File: config.mk
export PLATFORM = sky130hd
export DESIGN_NAME = div_arbiter
export DESIGN_NICKNAME = d
export VERILOG_FILES = /design/src/rtl/div_pkg.sv /design/src/rtl/div_arbiter_rr_arbiter.sv /design/src/rtl/div_arbiter.sv
export SDC_FILE = /design/constraint.sdc
export NUM_CORES = 1
export LEC_CHECK = 0
export CAP_MARGIN = 25
export CORE_ASPECT_RATIO = 1.4
export CORE_MARGIN = 4
export CORE_UTILIZATION = 36
export DETAILED_ROUTE_END_ITERATION = 8
export HOLD_SLACK_MARGIN = 0.03
export PLACE_DENSITY = 0.77
export RECOVER_POWER = 100
export SLEW_MARGIN = 5
export SYNTH_ARGS = -nofsm -noshare
export SYNTH_HDL_FRONTEND = slang
export SYNTH_SLANG_ARGS = --single-unit
File: constraint.sdc
create_clock -name clock -period 1.61 [get_ports clock]
set_input_delay 0.161 -clock clock [delete_from_list [all_inputs] [get_ports clock]]
set_output_delay 0.161 -clock clock [all_outputs]
set_load 0.05 [all_outputs]
File: src/rtl/div_pkg.sv
// Shared types and helpers for the divider arbiter.
// Optional zero-divisor bypass is enabled with DIV_ARB_ZERO_BYPASS_EN.
package div_pkg;

  typedef enum logic [1:0] {IDLE, ISSUE, WAIT, RESP} div_arb_state_t;

  localparam int unsigned DIV_NBITS_DEFAULT = 8;

  // First set bit of mask searching upward from ptr+1, wrapping at n (n <= 8).
  function automatic logic [2:0] rr_next(input logic [2:0] ptr, input logic [7:0] mask,
                                         input int unsigned n);
    logic [2:0] win;
    logic       found;
    logic [2:0] idx;
    win   = '0;
    found = 1'b0;
    for (int unsigned i = 1; i <= 8; i++) begin
      idx = 3'((32'(ptr) + i) % n);
      if (i <= n && !found && mask[idx]) begin
        win   = idx;
        found = 1'b1;
      end
    end
    return win;
  endfunction

endpackage

File: src/rtl/div_arbiter_rr_arbiter.sv
// Round-robin winner select with a pointer that advances to the winner on grant.
// No configuration macros; used by div_arbiter (DIV_ARB_ZERO_BYPASS_EN lives there).
module rr_arbiter
  import div_pkg::*;
#(
  parameter int unsigned NREQ = 4,
  parameter int unsigned IDW  = $clog2(NREQ)
) (
  input  logic            clock,
  input  logic            reset,
  input  logic [NREQ-1:0] req,
  input  logic            grant_en,
  output logic [IDW-1:0]  winner,
  output logic            req_any
);

  logic [IDW-1:0] ptr;

  assign req_any = |req;
  assign winner  = IDW'(rr_next(3'(ptr), 8'(req), NREQ));

  // Reset to the last index so requester 0 wins the first arbitration.
  always_ff @(posedge clock or posedge reset) begin
    if (reset) begin
      ptr <= IDW'(NREQ - 1);
    end else if (grant_en) begin
      ptr <= winner;
    end
  end

endmodule

File: src/rtl/div_arbiter.sv
// Shares one iterative divider among NREQ requesters, round-robin.
// Define DIV_ARB_ZERO_BYPASS_EN to answer b==0 locally with rsp_err set.
module div_arbiter
  import div_pkg::*;
#(
  parameter int unsigned NBITS = DIV_NBITS_DEFAULT,
  parameter int unsigned NREQ  = 4,
  parameter int unsigned IDW   = $clog2(NREQ)
) (
  input  logic                  clock,
  input  logic                  reset,
  input  logic [NREQ-1:0]       req_valid,
  output logic [NREQ-1:0]       req_ready,
  input  logic [NREQ*NBITS-1:0] req_a,
  input  logic [NREQ*NBITS-1:0] req_b,
  output logic [NREQ-1:0]       rsp_valid,
  input  logic [NREQ-1:0]       rsp_ready,
  output logic [NBITS-1:0]      rsp_quotient,
  output logic [NBITS-1:0]      rsp_remainder,
  output logic                  rsp_err,
  output logic [IDW-1:0]        grant_id,
  output logic                  busy,
  output logic [NBITS-1:0]      div_a,
  output logic [NBITS-1:0]      div_b,
  output logic                  div_ivalid,
  input  logic                  div_iready,
  input  logic                  div_ovalid,
  output logic                  div_oready,
  input  logic [NBITS-1:0]      div_quotient,
  input  logic [NBITS-1:0]      div_remainder
);

  div_arb_state_t   state;
  logic [NBITS-1:0] op_a, op_b, res_q, res_r;
  logic [NBITS-1:0] a_sel, b_sel;
  logic [IDW-1:0]   win, grant_q;
  logic [NREQ-1:0]  win_oh, gnt_oh, ready_q;
  logic             req_any, grant_en;

  assign grant_en = (state == IDLE) && req_any;

  rr_arbiter #(.NREQ(NREQ), .IDW(IDW)) u_rr (
    .clock    (clock),
    .reset    (reset),
    .req      (req_valid),
    .grant_en (grant_en),
    .winner   (win),
    .req_any  (req_any)
  );

  always_comb begin
    a_sel  = '0;
    b_sel  = '0;
    win_oh = '0;
    gnt_oh = '0;
    for (int unsigned k = 0; k < NREQ; k++) begin
      if (IDW'(k) == win) begin
        a_sel = req_a[k*NBITS +: NBITS];
        b_sel = req_b[k*NBITS +: NBITS];
      end
      win_oh[k] = (IDW'(k) == win);
      gnt_oh[k] = (IDW'(k) == grant_q);
    end
  end

`ifdef DIV_ARB_ZERO_BYPASS_EN
  logic err_q;
  assign rsp_err = err_q;
`else
  assign rsp_err = 1'b0;
`endif

  always_ff @(posedge clock or posedge reset) begin
    if (reset) begin
      state   <= IDLE;
      op_a    <= '0;
      op_b    <= '0;
      res_q   <= '0;
      res_r   <= '0;
      grant_q <= '0;
      ready_q <= '0;
`ifdef DIV_ARB_ZERO_BYPASS_EN
      err_q   <= 1'b0;
`endif
    end else begin
      ready_q <= '0;
      case (state)
        IDLE: begin
          if (req_any) begin
            op_a    <= a_sel;
            op_b    <= b_sel;
            grant_q <= win;
            ready_q <= win_oh;
`ifdef DIV_ARB_ZERO_BYPASS_EN
            if (b_sel == '0) begin
              state <= RESP;
              res_q <= '1;
              res_r <= a_sel;
              err_q <= 1'b1;
            end else begin
              state <= ISSUE;
            end
`else
            state   <= ISSUE;
`endif
          end
        end
        ISSUE: if (div_iready) state <= WAIT;
        WAIT: begin
          if (div_ovalid) begin
            res_q <= div_quotient;
            res_r <= div_remainder;
            state <= RESP;
          end
        end
        RESP: begin
          if (|(rsp_ready & gnt_oh)) begin
            res_q <= '0;
            res_r <= '0;
`ifdef DIV_ARB_ZERO_BYPASS_EN
            err_q <= 1'b0;
`endif
            state <= IDLE;
          end
        end
        default: state <= IDLE;
      endcase
    end
  end

  assign req_ready     = ready_q;
  assign rsp_valid     = (state == RESP) ? gnt_oh : '0;
  assign rsp_quotient  = res_q;
  assign rsp_remainder = res_r;
  assign grant_id      = grant_q;
  assign busy          = (state != IDLE);
  assign div_a         = op_a;
  assign div_b         = op_b;
  assign div_ivalid    = (state == ISSUE);
  assign div_oready    = (state == WAIT) && div_ovalid;

endmodule

==> out/qor.csv, run 1 <==
metric,value,unit
filler cell count,573,
Total Power,9.78,mW
Mean Syn Cell Area,9.78,um^2
Gate power share,73.6,%
HPWL after DPL,7060,um
Sinks on Clock Net,42,
hold crit path type,input port to register,
start of the worst register-to-register path,u_rr.ptr[0],
dpl cell area,0.00453,mm^2
fin util,67.5,%
Place WS,-0.394,ns
"most common cell after layout, fill and taps aside",clkdlybuf4s50_1,
R2R depth,6,
final worst-path cycle share,106,%
Hold Crit Depth,3,
most prevalent standard cell on the critical path,buf_4,
GRT Total Usage,22.4,%
post-synthesis simple-gate area fraction,13.4,%
Yosys warning count,0,
row count,37,
crit path max fanout,7,
FF-to-FF End,div_a[0],
Max clock buf depth,2,
"setup slack, reg-to-reg",-0.08,ns
CTS tree,built,
Sw Ratio,50.4,%
Synth Register Bits,42,
Post-synth top flop,dfrtp_1,
post-DR vias/cell,5.51,
DR vias,3132,
largest family of logic cells by synthesized area,compound AO/OA/AOI/OAI gates,
Post-Synth Adder-Cell Area,1.86,%
Remaining DRCs,0,
Max Cap Violations,0,
Crit path buffers/inverters,5,
hold worst-path end,rsp_remainder[0],
Avg WL per Cell,19.2,um
final setup fails,41,
Slew Limit Fails,0,
Ports,138,
CP max-delay cell,o41ai_4,
Initial Utilization,36.8,%
die width,81.0,um
Startpoint Class,input port,
clock group share of total power,7.5,%
Pre-antenna DRT Iters,4,
hold path start,div_remainder[0],
fmax,0.588,GHz
initial antenna violation count,0,
Relative slew margins,28.9,%
floorplan core area,0.00731,mm^2
max incr delay on CP,0.40,ns
sw power,4.93,mW
Final Hold Vio Count,0,
LEAKAGE,2.05,nW
status,"complete, but fails checks",
post-synthesis sequential area ratio,39.2,%
PD cells,1980,mW/mm^2
sequential power share,18.9,%
post-synthesis async set-or-reset flop share,100,%
setup slack after layout,-0.0909,ns
RSZ-0062 raised after global routing,true,
Syn Nets,371,
Post-Syn Area,0.00269,mm^2
fin area,0.00494,mm^2
Netlist cell types,44,
CP Capture Type,register,
htree depth,2,
GR Overflow Total,0,
Compound-Gate Fraction of Synth Area,33.1,%
Final nets,566,
skew final,0.00510,ns
worst-path cell chain,"dlygate4sd2_1, buf_4, buf_4, o41ai_4, buf_4, buf_6, nand2_1, o41a_1, a32oi_1",
Skew-Pair Late Insertion Delay,0.31,ns
post-synthesis mux area share,2.42,%
post-synthesis xor/xnor area fraction,0,%
Worst-Margin Slew,1.07,ns
total CTS buffers,5,
Final Wtd Congestion,0.823,
first-pass GRT wire length,15300,um
most frequent cells in the layout,"clkdlybuf4s50_1, nand2_1, buf_4, dfrtp_1, clkbuf_1",
Synth Instances,275,
Die Height,110,um
pin count of the biggest net entering global routing,43,
Layout area overhead,83.7,%
worst path arrival time,1.92,ns
Post-synth EDFFs,0,
post-route minimum period,1.70,ns
share of cells above drive strength 1,33.5,%
Critical Path RT,1.83,ns
DRT Wirelength,10900,um
Crit Path Class,input port to register,
root buf cell,clkbuf_8,
Port Buffer Count,136,
ant diodes,0,
failing checks,setup timing,
initial drt markers,182,
internal power,4.85,mW
"CP delay by family, top",buffers and inverters,
die area,0.00894,mm^2
post-route ant nets,0,
clock-pin slew on the worst setup and hold paths,0.09,ns
Peak VDD IR,0.000996,V
vias in the first global route,3142,
stage by stage:
| step | TNS, ns | hold WS, ns | std cells |
|---|---|---|---|
| after global routing | -4.45 | 0.404 | 568 |
| after CTS | -1.61 | 0.203 | 565 |
| final | -1.66 | 0.402 | 568 |
| after floorplan | -2.39 | 0.295 | 275 |
| after detailed placement | -9.44 | 0.474 | 537 |
| after global placement | -8.62 | 0.467 | 537 |
routing by layer:
metal  GRT usage [%]  share of wire [%]
met1            24.5                 35
met2            39.7                 52
met3            5.61                8.4
met4            11.5                4.4
met5               0                  0
worst min-delay path, delay by kind of cell:
kind | cells | cell delay, ns
buffers and inverters | 1 | 0.39
and+or+nand+nor | 1 | 0.06
AOI/OAI and AO/OA | 1 | 0.06
flip-flops by register name (all words and copies together), names as in the netlist:
name / flops
state: 2
rsp_quotient: 8
req_ready: 4
grant_id: 2
rsp_remainder: 8
div_a: 8
u_rr.ptr: 2
div_b: 8
kinds of logic (layout without fill, tap and decap cells):
kind of cell    after synthesis  in the layout
other cells                   1              1
flops                        42             42
buf+inv                      50            245
mux                           5              5
simple gates                 76             76
compound gates               97             98
fa+ha+maj                     4              4
power groups by stage:
| stage | clock network (mW) | logic [mW] | registers (mW) |
|---|---|---|---|
| after CTS | 0.744 | 7.24 | 1.83 |
| final | 0.730 | 7.20 | 1.85 |
| after global routing | 0.806 | 7.60 | 1.90 |
| after detailed placement | 0 | 6.43 | 1.88 |
| after global placement | 0 | 6.27 | 1.85 |
| after floorplan | 0 | 2.71 | 3.20 |
cell usage after synthesis (2+ instances only):
cell | number | share of area, %
o21ai_1 | 5 | 0.93
nand2b_1 | 2 | 0.47
o31ai_1 | 16 | 4.5
o21ai_0 | 16 | 3.0
a21oi_1 | 4 | 0.74
o41a_1 | 16 | 6.7
nor2_1 | 5 | 0.70
mux2i_1 | 2 | 0.74
and3_1 | 3 | 0.70
nand2_1 | 53 | 7.4
nor3_1 | 2 | 0.37
a32oi_1 | 16 | 5.2
nor3b_1 | 2 | 0.56
nor3_2 | 2 | 0.74
o221ai_1 | 6 | 2.0
dfstp_2 | 2 | 2.0
inv_1 | 23 | 3.2
o221ai_2 | 10 | 5.6
dfrtp_1 | 40 | 37
mux2_2 | 2 | 0.84
clkbuf_1 | 5 | 0.70
buf_6 | 6 | 2.5
buf_2 | 13 | 2.4
ha_1 | 4 | 1.9
final cells by class:
type                    count  area (um^2)  area share [%]
clock buffers               5         68.8            1.39
clock inverters             3         23.8           0.481
inverters                  23         92.6            1.87
multi-input cells         184         1630            33.0
flip-flops and latches     42         1060            21.4
well taps                  97          121            2.46
repair buffers            214         1950            39.4
worst max-delay path by stage:
stage          cells after the start         start           end  slack, ns
4_1_cts                            6      state[0]  rsp_valid[2]      -0.07
5_1_grt                            5      state[1]      state[1]      -0.17
6_report                           9  req_valid[1]      div_a[4]      -0.09
3_3_place_gp                       6  req_valid[0]      state[1]      -0.35
3_5_place_dp                       6  req_valid[0]      state[1]      -0.39
2_1_floorplan                      3   grant_id[0]      state[1]      -0.11
what timing repair did:
action	4_1_cts	5_1_grt
endpoints found under the hold margin	0	0
hold buffers	0	0
resized for setup	39	36
buffers inserted	15	2
cloned	5	2
endpoints found under the setup margin	41	43
pin swaps	7	16
(Power assumes the default switching activity.)
==> inputs of run 2 (changes only) <==
- CORE_UTILIZATION: 36 -> 40
- PLACE_DENSITY: 0.77 -> 0.81
- clock period: 1.61 -> 1.95 ns (I/O delays scaled with it)
==> run 2 against run 1 <==
- the run now ends clean
- wire length down 23%
- largest cell class unchanged
- sequential power fell by 15%
- sequential share of layout area rose by 2.6 points
- critical path type is now register to output pin
==> out/qor.csv, run 2 (synthesis results as in run 1) <==
metric,value,unit,change
DRT Wirelength,8440,um,-23%
pin count of the biggest net entering global routing,34,,-21%
internal power,3.61,mW,-26%
initial antenna violation count,0,,unchanged
post-DR vias/cell,5.49,,-0.51%
worst path arrival time,1.65,ns,-0.27 ns
clock-pin slew on the worst setup and hold paths,0.08,ns,about the same
GR Overflow Total,0,,unchanged
Relative slew margins,48.7,%,+20 points
total CTS buffers,5,,unchanged
Max clock buf depth,2,,unchanged
worst-path cell chain,clkdlybuf4s50_1,,
Skew-Pair Late Insertion Delay,0.29,ns,-0.02 ns
filler cell count,529,,-7.7%
post-route ant nets,0,,unchanged
R2R depth,4,,-2
vias in the first global route,2788,,-11%
Final Wtd Congestion,0.825,,+0.22%
Die Height,105,um,-4.8%
Layout area overhead,63.6,%,
most frequent cells in the layout,"clkdlybuf4s50_1, nand2_1, dfrtp_1, dlygate4sd3_1, inv_1",,
"most common cell after layout, fill and taps aside",clkdlybuf4s50_1,,
row count,35,,-5.4%
LEAKAGE,1.90,nW,-7.6%
"CP delay by family, top",buffers and inverters,,
hold worst-path end,rsp_quotient[3],,
ant diodes,0,,unchanged
floorplan core area,0.00657,mm^2,-10%
die area,0.00812,mm^2,-9.2%
setup TNS,0,ns,+1.66 ns
hold path start,div_quotient[3],,
crit path max fanout,7,,unchanged
Initial Utilization,40.9,%,+4.2 points
Remaining DRCs,0,,unchanged
Ports,138,,unchanged
Slew Limit Fails,0,,unchanged
status,finished clean,,
fmax,0.542,GHz,
DR vias,2721,,-13%
Sw Ratio,49.0,%,-1.4 points
Crit path buffers/inverters,1,,-4
Critical Path RT,1.75,ns,-0.08 ns
first-pass GRT wire length,13700,um,-11%
CP Capture Type,output pin,,
sequential power share,22.1,%,+3.2 points
CTS resizes,0,,-100%
final setup fails,0,,-100%
sw power,3.47,mW,-30%
root buf cell,clkbuf_8,,
final worst-path cycle share,94.6,%,
CP max-delay cell,clkdlybuf4s50_1,,
Startpoint Class,register,,
skew final,0.00518,ns,+0.0000785 ns
die width,77.3,um,-4.6%
post-route minimum period,1.85,ns,
max incr delay on CP,0.86,ns,+0.46 ns
Final Hold Vio Count,0,,unchanged
Avg WL per Cell,17.0,um,-11%
FF-to-FF End,div_a[5],,
Total Power,7.08,mW,-28%
Max Cap Violations,0,,unchanged
initial drt markers,195,,+7.1%
"Hold-fix buffers, CTS",0,,unchanged
Pre-antenna DRT Iters,4,,unchanged
hold crit path type,input port to register,,
CTS tree,built,,
Sinks on Clock Net,42,,unchanged
Crit Path Class,register to output pin,,
Gate power share,65.9,%,-7.7 points
postcts setup bufs,0,,-15
Worst-Margin Slew,0.769,ns,-0.298 ns
RSZ-0062 raised after global routing,true,,
htree depth,2,,unchanged
PD cells,1610,mW/mm^2,-19%
Port Buffer Count,136,,unchanged
HPWL after DPL,6400,um,-9.4%
Hold Crit Depth,3,,unchanged
GRT Total Usage,20.8,%,-1.6 points
share of cells above drive strength 1,17.3,%,-16 points
clock group share of total power,12.0,%,+4.5 points
start of the worst register-to-register path,u_rr.ptr[1],,
"setup slack, reg-to-reg",0.20,ns,+0.28 ns
Peak VDD IR,0.000972,V,-2.4%
Final nets,517,,-8.7%
## run 2: cell count changes in the layout (fill, tap and decap cells not counted), sizes merged, moves of 2 or more
cell | before | now
clkinvlp | 3 | 0
dlygate4sd3 | 1 | 37
bufinv | 0 | 2
clkdlybuf4s50 | 87 | 91
dlygate4sd2 | 3 | 0
buf | 83 | 30
clkbuf | 45 | 14
## run 2: area by class of cell
class | instances | area, um^2 | area share (%)
inverters | 23 | 86.3 | 1.96
well taps | 74 | 92.6 | 2.11
flip-flops and latches | 42 | 1050 | 24.0
multi-input cells | 183 | 1370 | 31.0
repair buffers | 166 | 1660 | 37.7
clock buffers | 6 | 82.6 | 1.88
clock inverters | 2 | 60.1 | 1.37
## run 2: power by group through the flow
stage	sequential [mW]	combinational, mW	clock, mW
floorplan	2.62	2.09	0
global placement	1.58	4.79	0
detailed placement	1.58	4.91	0
CTS	1.58	4.92	0.881
global route	1.63	4.99	0.923
finish	1.57	4.66	0.850
## run 2: per-layer routing
metal / share of wire [%] / routed length [um] / up-vias / global-route usage [%]
li1: - / - / 1320 / -
met1: 40 / 3410 / 1257 / 24.5
met2: 49 / 4100 / 138 / 35.7
met3: 10 / 861 / 6 / 7.67
met4: 0.77 / 65 / 0 / 4.96
met5: 0 / 0 / - / 0
## run 2: worst max-delay path by stage
stage / from / endpoint / slack [ns] / cells past startpoint
CTS: grant_id[0] / grant_id[0] / 0.06 / 1
global placement: req_valid[0] / div_b[2] / -0.02 / 5
global route: state[0] / rsp_valid[2] / -0.01 / 4
finish: grant_id[1] / grant_id[1] / 0.10 / 1
detailed placement: req_valid[0] / div_a[5] / -0.11 / 5
floorplan: grant_id[0] / state[1] / -0.02 / 3
## run 2: through the flow
step	cell area, um^2	hold WS (ns)	util [%]	std cells	worst slack (ns)
4_1_cts	4460	0.247	68.0	496	0.0586
6_report	4400	0.443	67.0	496	0.105
2_1_floorplan	2700	0.331	-	275	-0.0246
3_5_place_dp	4320	0.472	65.8	488	-0.105
5_1_grt	4400	0.432	67.0	496	-0.0136
3_3_place_gp	4320	0.459	65.8	488	-0.0165
